===== src/rtl/instr_fetch_buffer_if.sv =====
// instr_fetch_buffer_if
// Groups the handshake buses around the fetch buffer:
//   - instruction memory request  : imem_req_valid / imem_req_ready / imem_req_addr
//   - instruction memory response : imem_rsp_valid / imem_rsp_data
//   - control-transfer redirect   : redirect_valid / redirect_pc
//   - IF/ID output                : fetch_valid / fetch_ready / fetch_instr / fetch_pc
// Modport master is the fetch buffer; modport slave is its environment
// (instruction memory, execute-stage redirect and decode).
interface instr_fetch_buffer_if;
  logic        imem_req_valid;
  logic        imem_req_ready;
  logic [31:0] imem_req_addr;
  logic        imem_rsp_valid;
  logic [31:0] imem_rsp_data;
  logic        redirect_valid;
  logic [31:0] redirect_pc;
  logic        fetch_valid;
  logic        fetch_ready;
  logic [31:0] fetch_instr;
  logic [31:0] fetch_pc;

  modport master (
    output imem_req_valid,
    input  imem_req_ready,
    output imem_req_addr,
    input  imem_rsp_valid,
    input  imem_rsp_data,
    input  redirect_valid,
    input  redirect_pc,
    output fetch_valid,
    input  fetch_ready,
    output fetch_instr,
    output fetch_pc
  );

  modport slave (
    input  imem_req_valid,
    output imem_req_ready,
    input  imem_req_addr,
    output imem_rsp_valid,
    output imem_rsp_data,
    output redirect_valid,
    output redirect_pc,
    input  fetch_valid,
    output fetch_ready,
    input  fetch_instr,
    input  fetch_pc
  );
endinterface


===== src/rtl/instr_fetch_buffer.sv =====
// instr_fetch_buffer
// Instruction fetch front end. Issues word-aligned fetch requests to the
// instruction memory, buffers returned words with their PCs in a DEPTH-entry
// in-order queue and presents the queue head to the IF/ID register. A redirect
// flushes the queue, retargets fetching and discards responses still owed for
// the old path.
// Parameters:
//   DEPTH     : queue entries, also the cap on requests in flight + buffered words
//   RESET_PC  : first fetch address after reset
//   NOP_INSTR : fetch_instr value while the queue is empty
// Ports:
//   clk   : clock, all state updates on the rising edge
//   reset : asynchronous active-high reset
//   bus   : instr_fetch_buffer_if.master (memory, redirect and IF/ID handshakes)
module instr_fetch_buffer #(
  parameter int          DEPTH     = 4,
  parameter logic [31:0] RESET_PC  = 32'h0000_0000,
  parameter logic [31:0] NOP_INSTR = 32'h0000_0013
) (
  input logic                 clk,
  input logic                 reset,
  instr_fetch_buffer_if.master bus
);

  localparam int PW = $clog2(DEPTH);
  localparam int CW = PW + 1;

  logic [31:0]   req_pc;
  logic [31:0]   rsp_pc;
  logic [CW-1:0] inflight;
  logic [CW-1:0] drop_cnt;
  logic [CW-1:0] count;
  logic [PW-1:0] rd_ptr;
  logic [PW-1:0] wr_ptr;
  logic [31:0]   q_pc    [DEPTH];
  logic [31:0]   q_instr [DEPTH];

  logic [CW+1:0] credit_sum;
  logic          req_valid;
  logic          req_fire;
  logic          live_rsp;
  logic          dropped_rsp;
  logic          enq;
  logic          deq;
  logic          fetch_valid;

  // Every buffered word, outstanding request and response still to be
  // discarded holds one credit; a new request needs a free one, which
  // guarantees a live response always finds a free queue slot.
  assign credit_sum  = (CW+2)'(count) + (CW+2)'(inflight) + (CW+2)'(drop_cnt);
  assign req_valid   = !reset && !bus.redirect_valid && (credit_sum < (CW+2)'(DEPTH));
  assign req_fire    = req_valid && bus.imem_req_ready;

  // Responses owed to a flushed path arrive first (in-order memory), so they
  // are consumed while drop_cnt is nonzero. A response with nothing
  // outstanding is a protocol error and is ignored.
  assign dropped_rsp = bus.imem_rsp_valid && (drop_cnt != '0);
  assign live_rsp    = bus.imem_rsp_valid && (drop_cnt == '0) && (inflight != '0);

  assign fetch_valid = (count != '0) && !bus.redirect_valid;
  assign enq         = live_rsp && !bus.redirect_valid;
  assign deq         = fetch_valid && bus.fetch_ready;

  assign bus.imem_req_valid = req_valid;
  assign bus.imem_req_addr  = req_pc;
  assign bus.fetch_valid    = fetch_valid;
  assign bus.fetch_instr    = (count != '0) ? q_instr[rd_ptr] : NOP_INSTR;
  assign bus.fetch_pc       = (count != '0) ? q_pc[rd_ptr]    : 32'h0000_0000;

  // Control state. A redirect takes priority: it empties the queue, restarts
  // both PCs at the target and converts everything still outstanding (minus a
  // response landing this very cycle, which is itself thrown away) into
  // responses to discard.
  always_ff @(posedge clk or posedge reset) begin
    if (reset) begin
      req_pc   <= RESET_PC;
      rsp_pc   <= RESET_PC;
      inflight <= '0;
      drop_cnt <= '0;
      count    <= '0;
      rd_ptr   <= '0;
      wr_ptr   <= '0;
    end else if (bus.redirect_valid) begin
      req_pc   <= bus.redirect_pc;
      rsp_pc   <= bus.redirect_pc;
      inflight <= '0;
      drop_cnt <= drop_cnt - CW'(dropped_rsp) + inflight - CW'(live_rsp);
      count    <= '0;
      rd_ptr   <= '0;
      wr_ptr   <= '0;
    end else begin
      if (req_fire) begin
        req_pc <= req_pc + 32'd4;
      end
      if (enq) begin
        rsp_pc <= rsp_pc + 32'd4;
        wr_ptr <= wr_ptr + PW'(1);
      end
      if (deq) begin
        rd_ptr <= rd_ptr + PW'(1);
      end
      inflight <= inflight + CW'(req_fire) - CW'(live_rsp);
      drop_cnt <= drop_cnt - CW'(dropped_rsp);
      count    <= count + CW'(enq) - CW'(deq);
    end
  end

  // Queue storage needs no reset: count gates every read of it.
  always_ff @(posedge clk) begin
    if (enq) begin
      q_pc[wr_ptr]    <= rsp_pc;
      q_instr[wr_ptr] <= bus.imem_rsp_data;
    end
  end

endmodule

===== src/flat_wrapper.sv =====
// flat-port wrapper written by rule: the top's interface ports become plain ports
module instr_fetch_buffer_flat 
#(
  parameter int          DEPTH     = 4,
  parameter logic [31:0] RESET_PC  = 32'h0000_0000,
  parameter logic [31:0] NOP_INSTR = 32'h0000_0013
)
  (clk, reset, bus_imem_req_valid, bus_imem_req_ready, bus_imem_req_addr, bus_imem_rsp_valid, bus_imem_rsp_data, bus_redirect_valid, bus_redirect_pc, bus_fetch_valid, bus_fetch_ready, bus_fetch_instr, bus_fetch_pc);
  instr_fetch_buffer_if bus_i ();
  input logic clk;
  input logic reset;
  output wire logic [$bits(bus_i.imem_req_valid)-1:0] bus_imem_req_valid;
  input wire logic [$bits(bus_i.imem_req_ready)-1:0] bus_imem_req_ready;
  output wire logic [$bits(bus_i.imem_req_addr)-1:0] bus_imem_req_addr;
  input wire logic [$bits(bus_i.imem_rsp_valid)-1:0] bus_imem_rsp_valid;
  input wire logic [$bits(bus_i.imem_rsp_data)-1:0] bus_imem_rsp_data;
  input wire logic [$bits(bus_i.redirect_valid)-1:0] bus_redirect_valid;
  input wire logic [$bits(bus_i.redirect_pc)-1:0] bus_redirect_pc;
  output wire logic [$bits(bus_i.fetch_valid)-1:0] bus_fetch_valid;
  input wire logic [$bits(bus_i.fetch_ready)-1:0] bus_fetch_ready;
  output wire logic [$bits(bus_i.fetch_instr)-1:0] bus_fetch_instr;
  output wire logic [$bits(bus_i.fetch_pc)-1:0] bus_fetch_pc;
  assign bus_imem_req_valid = bus_i.imem_req_valid;
  assign bus_i.imem_req_ready = bus_imem_req_ready;
  assign bus_imem_req_addr = bus_i.imem_req_addr;
  assign bus_i.imem_rsp_valid = bus_imem_rsp_valid;
  assign bus_i.imem_rsp_data = bus_imem_rsp_data;
  assign bus_i.redirect_valid = bus_redirect_valid;
  assign bus_i.redirect_pc = bus_redirect_pc;
  assign bus_fetch_valid = bus_i.fetch_valid;
  assign bus_i.fetch_ready = bus_fetch_ready;
  assign bus_fetch_instr = bus_i.fetch_instr;
  assign bus_fetch_pc = bus_i.fetch_pc;
  instr_fetch_buffer #(.DEPTH(DEPTH), .RESET_PC(RESET_PC), .NOP_INSTR(NOP_INSTR)) u_core (.clk(clk), .reset(reset), .bus(bus_i));
endmodule

===== config.mk =====
export PLATFORM = sky130hd
export DESIGN_NAME = instr_fetch_buffer_flat
export DESIGN_NICKNAME = d
export VERILOG_FILES = /design/src/rtl/instr_fetch_buffer_if.sv /design/src/rtl/instr_fetch_buffer.sv /design/src/flat_wrapper.sv
export SDC_FILE = /design/constraint.sdc
export NUM_CORES = 1
export LEC_CHECK = 0
export CORE_MARGIN = 2
export CORE_UTILIZATION = 55
export DETAILED_ROUTE_END_ITERATION = 8
export PLACE_DENSITY = 0.82
export SETUP_SLACK_MARGIN = 0.02
export SYNTH_ARGS = -nofsm -noshare
export SYNTH_HDL_FRONTEND = slang
export SYNTH_SLANG_ARGS = --single-unit

===== constraint.sdc =====
create_clock -name clk -period 7.7 [get_ports clk]
set_clock_uncertainty 0.1 [all_clocks]
set_input_delay 1.925 -clock clk [delete_from_list [all_inputs] [get_ports clk]]
set_output_delay 1.925 -clock clk [all_outputs]
set_load 0.02 [all_outputs]

# After elaboration in Yosys (flattened, before gate mapping)
# Memory sizes are Yosys's and may differ from the RTL's.
# Cells that the tools add are included.
# op_classes
addsub	13
n_mul	0
n_div	0
order_cmp	1
n_eq_ne	0
shifts	0
mux	15
n_bitwise	0
reduce_logical	18
# op_table
op	count
32-bit two-way mux	6
32-bit by 3-bit adder with 32-bit output (second input constant)	2
3-bit by 1-bit subtractor with 3-bit output	4
1-bit logical AND	9
3-bit two-way mux	3
3-bit nonzero test	3
2-bit two-way mux	4
3-bit by 1-bit adder with 3-bit output	2
2-bit nonzero test	3
5-bit by 3-bit adder with 5-bit output	1
5-bit by 3-bit < comparator with 1-bit output (second input constant)	1
2-bit by 1-bit adder with 2-bit output (second input constant)	2
3-bit by 3-bit adder with 4-bit output	1
3-bit adder	1
3-bit zero test	1
1-bit zero test	2
1-bit two-way mux	2
# word_totals
regBits	77
latchBits	0
ram_bits	256
rom_bits	0
inputBits	70
out_inout_bits	98
memories	2
# memory_table
memory	words	width	read_ports	rd_clocked_by_memory_dff	write_ports	line_no	source
u_core.q_instr	4	32	1	0	1	instr_fetch_buffer.sv:36	logic [31:0] q_instr [DEPTH];
u_core.q_pc	4	32	1	0	1	instr_fetch_buffer.sv:35	logic [31:0] q_pc [DEPTH];

# Longest topological paths before layout
# logic_depth
depth_word	8
depth_mapped	14

# Worst setup path before layout
# OpenSTA, ideal clock, no wires.
# synth_path
kind	input to output
from	input port bus_redirect_valid
to	output port bus_imem_req_valid
arrival_time_ns	3.068
required_ns	5.675
setup_slack_ns	2.607
path_stages	5
path_buffers	2
path_cell_list	buf_2 nor4_2 o211ai_1 buf_2 nor2b_1
# synth_between
elab_chain_len	3
# synth_rtl
element	line_no	source
from (decl)	flat_wrapper.sv:17	input wire logic [$bits(bus_i.redirect_valid)-1:0] bus_redirect_valid;
1-bit zero test	instr_fetch_buffer.sv:51	assign req_valid = !reset && !bus.redirect_valid && (credit_sum < (CW+2)'(DEPTH));
1-bit logical AND (2 in series)	instr_fetch_buffer.sv:51	
to (decl)	flat_wrapper.sv:12	output wire logic [$bits(bus_i.imem_req_valid)-1:0] bus_imem_req_valid;
# No other way between the ends.

# Worst setup path after layout
# layout_path
from	input port reset
to	output port bus_imem_req_valid
# layout_between
elab_chain_len	3
# layout_rtl
element	line_no	source
from (decl)	flat_wrapper.sv:11	input logic reset;
1-bit zero test	instr_fetch_buffer.sv:51	
1-bit logical AND (2 in series)	instr_fetch_buffer.sv:51	
# No other way between the ends.

==> impl_metrics.tcl <==
set metrics [dict create \
    status "completed" \
    synth.distinct_cells 56 \
    multiInputGateArea_um2 4385 \
    cts-buffers-inserted 35 \
    post-route-period-util 0.7660 \
    cts_root_buf "clkbuf_16" \
    ys_async_sr_fraction 0.2312 \
    crit_top_cell "clkdlybuf4s50_1" \
    power_mw 5.105 \
    overflow 0 \
    hold_depth 0 \
    startpoint_type "primary input" \
    place.gp.congestion 0.9024 \
    min_to "u_core.q_pc[3][0]" \
    max_slew_margin 0.3030 \
    antennaDiodeCount 0 \
    synth-edff-count 256 \
    finalCriticalPeriod_ns 5.898 \
    rsz0062_at_grt "no" \
    area_growth_pct 21.60 \
    synth.top_cell.area_share 0.5391 \
    portBuffers 167 \
    via_count 8344 \
    yosys_warnings 0 \
    crit_type "primary input to output pin" \
    r2r-start "u_core.count[0]" \
    holdWs_ns 0.4296 \
    place_inst 1353 \
    dr.pass1.iters 5 \
    setup_slack_ns 1.802 \
    core_um2 25330 \
    vias_per_cell 5.901 \
    synth_ff_type "edfxtp_1" \
    r2r_cells 13 \
    die_y_um 165.0 \
    final_util 0.6846 \
    die-area_um2 27230 \
    start_util 0.5630 \
    ant_nets 0 \
    r2r_slack_ns 3.71 \
    dpl_cell_area_um2 16260 \
    dpl.hpwl_mm 18.20 \
    io_pins 168 \
    drcViolationCount 0 \
    arrival_ns 3.87 \
    p_leak_nw 5.962 \
    pre_cts_slack_ns 1.851 \
    timing.fmax_mhz 169.5 \
    tightest_slew_ns 1.045 \
    endpoint_kind "output pin" \
    setup_viol_count_final 0 \
    first_global_vias 8382 \
    final-hold-violation-count 0 \
    layout_commonest_cell "edfxtp_1" \
    vdd_drop_max_mv 0.2001 \
    clkSinkCount 333 \
    cts_hold_buffers 0 \
    core.rowCount 58 \
    cts_tree "yes" \
    grt_pass1_wl_mm 46.32 \
    nets 1153 \
    critPathRequiredTime_ns 5.68 \
    fin_tns_setup_ns 0 \
    slowest_stage "clkdlybuf4s50_1" \
    cts_buffer_depth 3 \
    wl_per_cell_um 20.87 \
    clkLatencyLatePin_ns 0.51 \
    final_cell_mix "256 x edfxtp_1, 166 x clkdlybuf4s50_1, 75 x dfrtp_1" \
    fillCellCount 1721 \
    yosysSeqAreaShare 0.6743 \
    final_layout_size_suffix_gt1_frac 0.1513 \
    first_iter_violations 610 \
    synthCells 886 \
    synth_area_per_cell_um2 16.09 \
    final_cells 1414 \
    final_cell_area_um2 17340 \
    fp.dieW_um 165.0 \
    maxCapViolations 0 \
    synth_nets 979 \
    ys_ff_latch 333 \
    synth_area_leader_cell "edfxtp_1" \
    holdCritPathClass "flop to flop" \
    synth_area_um2 14260 \
    synth.area.top_cells "edfxtp_1 54%, dfrtp_1 14%, mux4_2 10%" \
    ctsHtreeMaxLevel 2 \
    regArea_um2 9619 \
    cp_max_fo 13 \
    cts_setup_buffers 0 \
    ctsResizeCount 0 \
    antenna_found_initial 0 \
    grt_max_degree 65 \
    min_from "u_core.rsp_pc[0]" \
    critPathMaxStageDelay_ns 0.63 \
    path_clk_slew_ns 0.06 \
    cp_cell_sequence "clkdlybuf4s50_1 -> nor4_2 -> o211ai_1 -> nor2b_1 -> clkdlybuf4s50_1" \
    routed_wl_mm 29.51 \
    power.density_nw_per_um2 294.4 \
    worstReg2RegEnd "u_core.inflight[2]" \
    drv_slew 0 \
    gr-usage-all-layers 0.2232 \
]
worst max path at each step:
stage | from | end | depth (start not counted)
floorplan | bus_redirect_valid | bus_imem_req_valid | 5
global placement | reset | bus_imem_req_valid | 5
detailed placement | reset | bus_imem_req_valid | 5
CTS | reset | bus_imem_req_valid | 5
global route | reset | bus_imem_req_valid | 5
finish | reset | bus_imem_req_valid | 5
flip-flops by register name, summed over array words and instances, names as in the netlist:
signal,flops
u_core.bus.imem_req_addr,32
u_core.count,3
u_core.drop_cnt,3
u_core.inflight,3
u_core.q_instr,128
u_core.q_pc,128
u_core.rd_ptr,2
u_core.rsp_pc,32
u_core.wr_ptr,2
power breakdown:
group          internal (mW)  switching [mW]  leakage (nW)  total (mW)
Clock                  0.916           0.660         0.516        1.58
Sequential              2.01           0.158          3.24        2.17
Combinational          0.682           0.676          2.21        1.36
per-layer routing:
| layer | up-vias | global-route usage | wire (µm) | share of wire |
|---|---|---|---|---|
| met1 | 4200 | 0.3186 | 12830 | 0.43 |
| met4 | 0 | 0.04862 | 390 | 0.013 |
| met5 | - | 0 | 0 | 0 |
| met2 | 366 | 0.3653 | 14210 | 0.48 |
| met3 | 32 | 0.03867 | 2083 | 0.071 |
| li1 | 3746 | - | - | - |
layout make-up:
type,count,area share
Clock buffer,46,0.05535
Clock inverter,15,0.006784
Inverter,31,0.006711
Multi-Input combinational cell,484,0.2529
Sequential cell,333,0.5548
Tap cell,330,0.02381
Timing Repair Buffer,175,0.09959
critical path, delay by kind of cell:
family | cells | cell delay, ns
AO/OA/AOI/OAI | 1 | 0.44
buffers and inverters | 2 | 1.07
AND/OR/NAND/NOR | 2 | 0.44
logic make-up after synthesis:
| family | share of synthesized area |
|---|---|
| adders and majority gates | 0.02229 |
| muxes | 0.1195 |
| and+or+nand+nor | 0.1042 |
| AOI/OAI and AO/OA | 0.03124 |
| DFF | 0.6743 |
| xor gates and xnor gates | 0.02948 |
| buffers and inverters | 0.01895 |
Yosys cell counts, types with 4 or more instances:
cell,n
o21ai_1,22
xor2_1,27
nand3_1,27
inv_1,29
and3_1,10
clkbuf_1,21
xnor2_1,21
nand2_1,47
fa_1,4
edfxtp_1,256
nor2_1,19
dfrtp_1,77
o211ai_1,9
a21boi_1,4
o311ai_1,5
and2_1,72
mux2_2,18
or3_1,6
nor2b_1,5
nor3_1,13
o21ai_0,6
nor4_1,4
ha_1,19
mux2i_1,6
mux4_2,64
and4_1,11
a21oi_1,9
buf_1,8
buf_2,9
nand4_1,20
or2_2,4
Note: power is estimated with default switching activity, not from simulation.
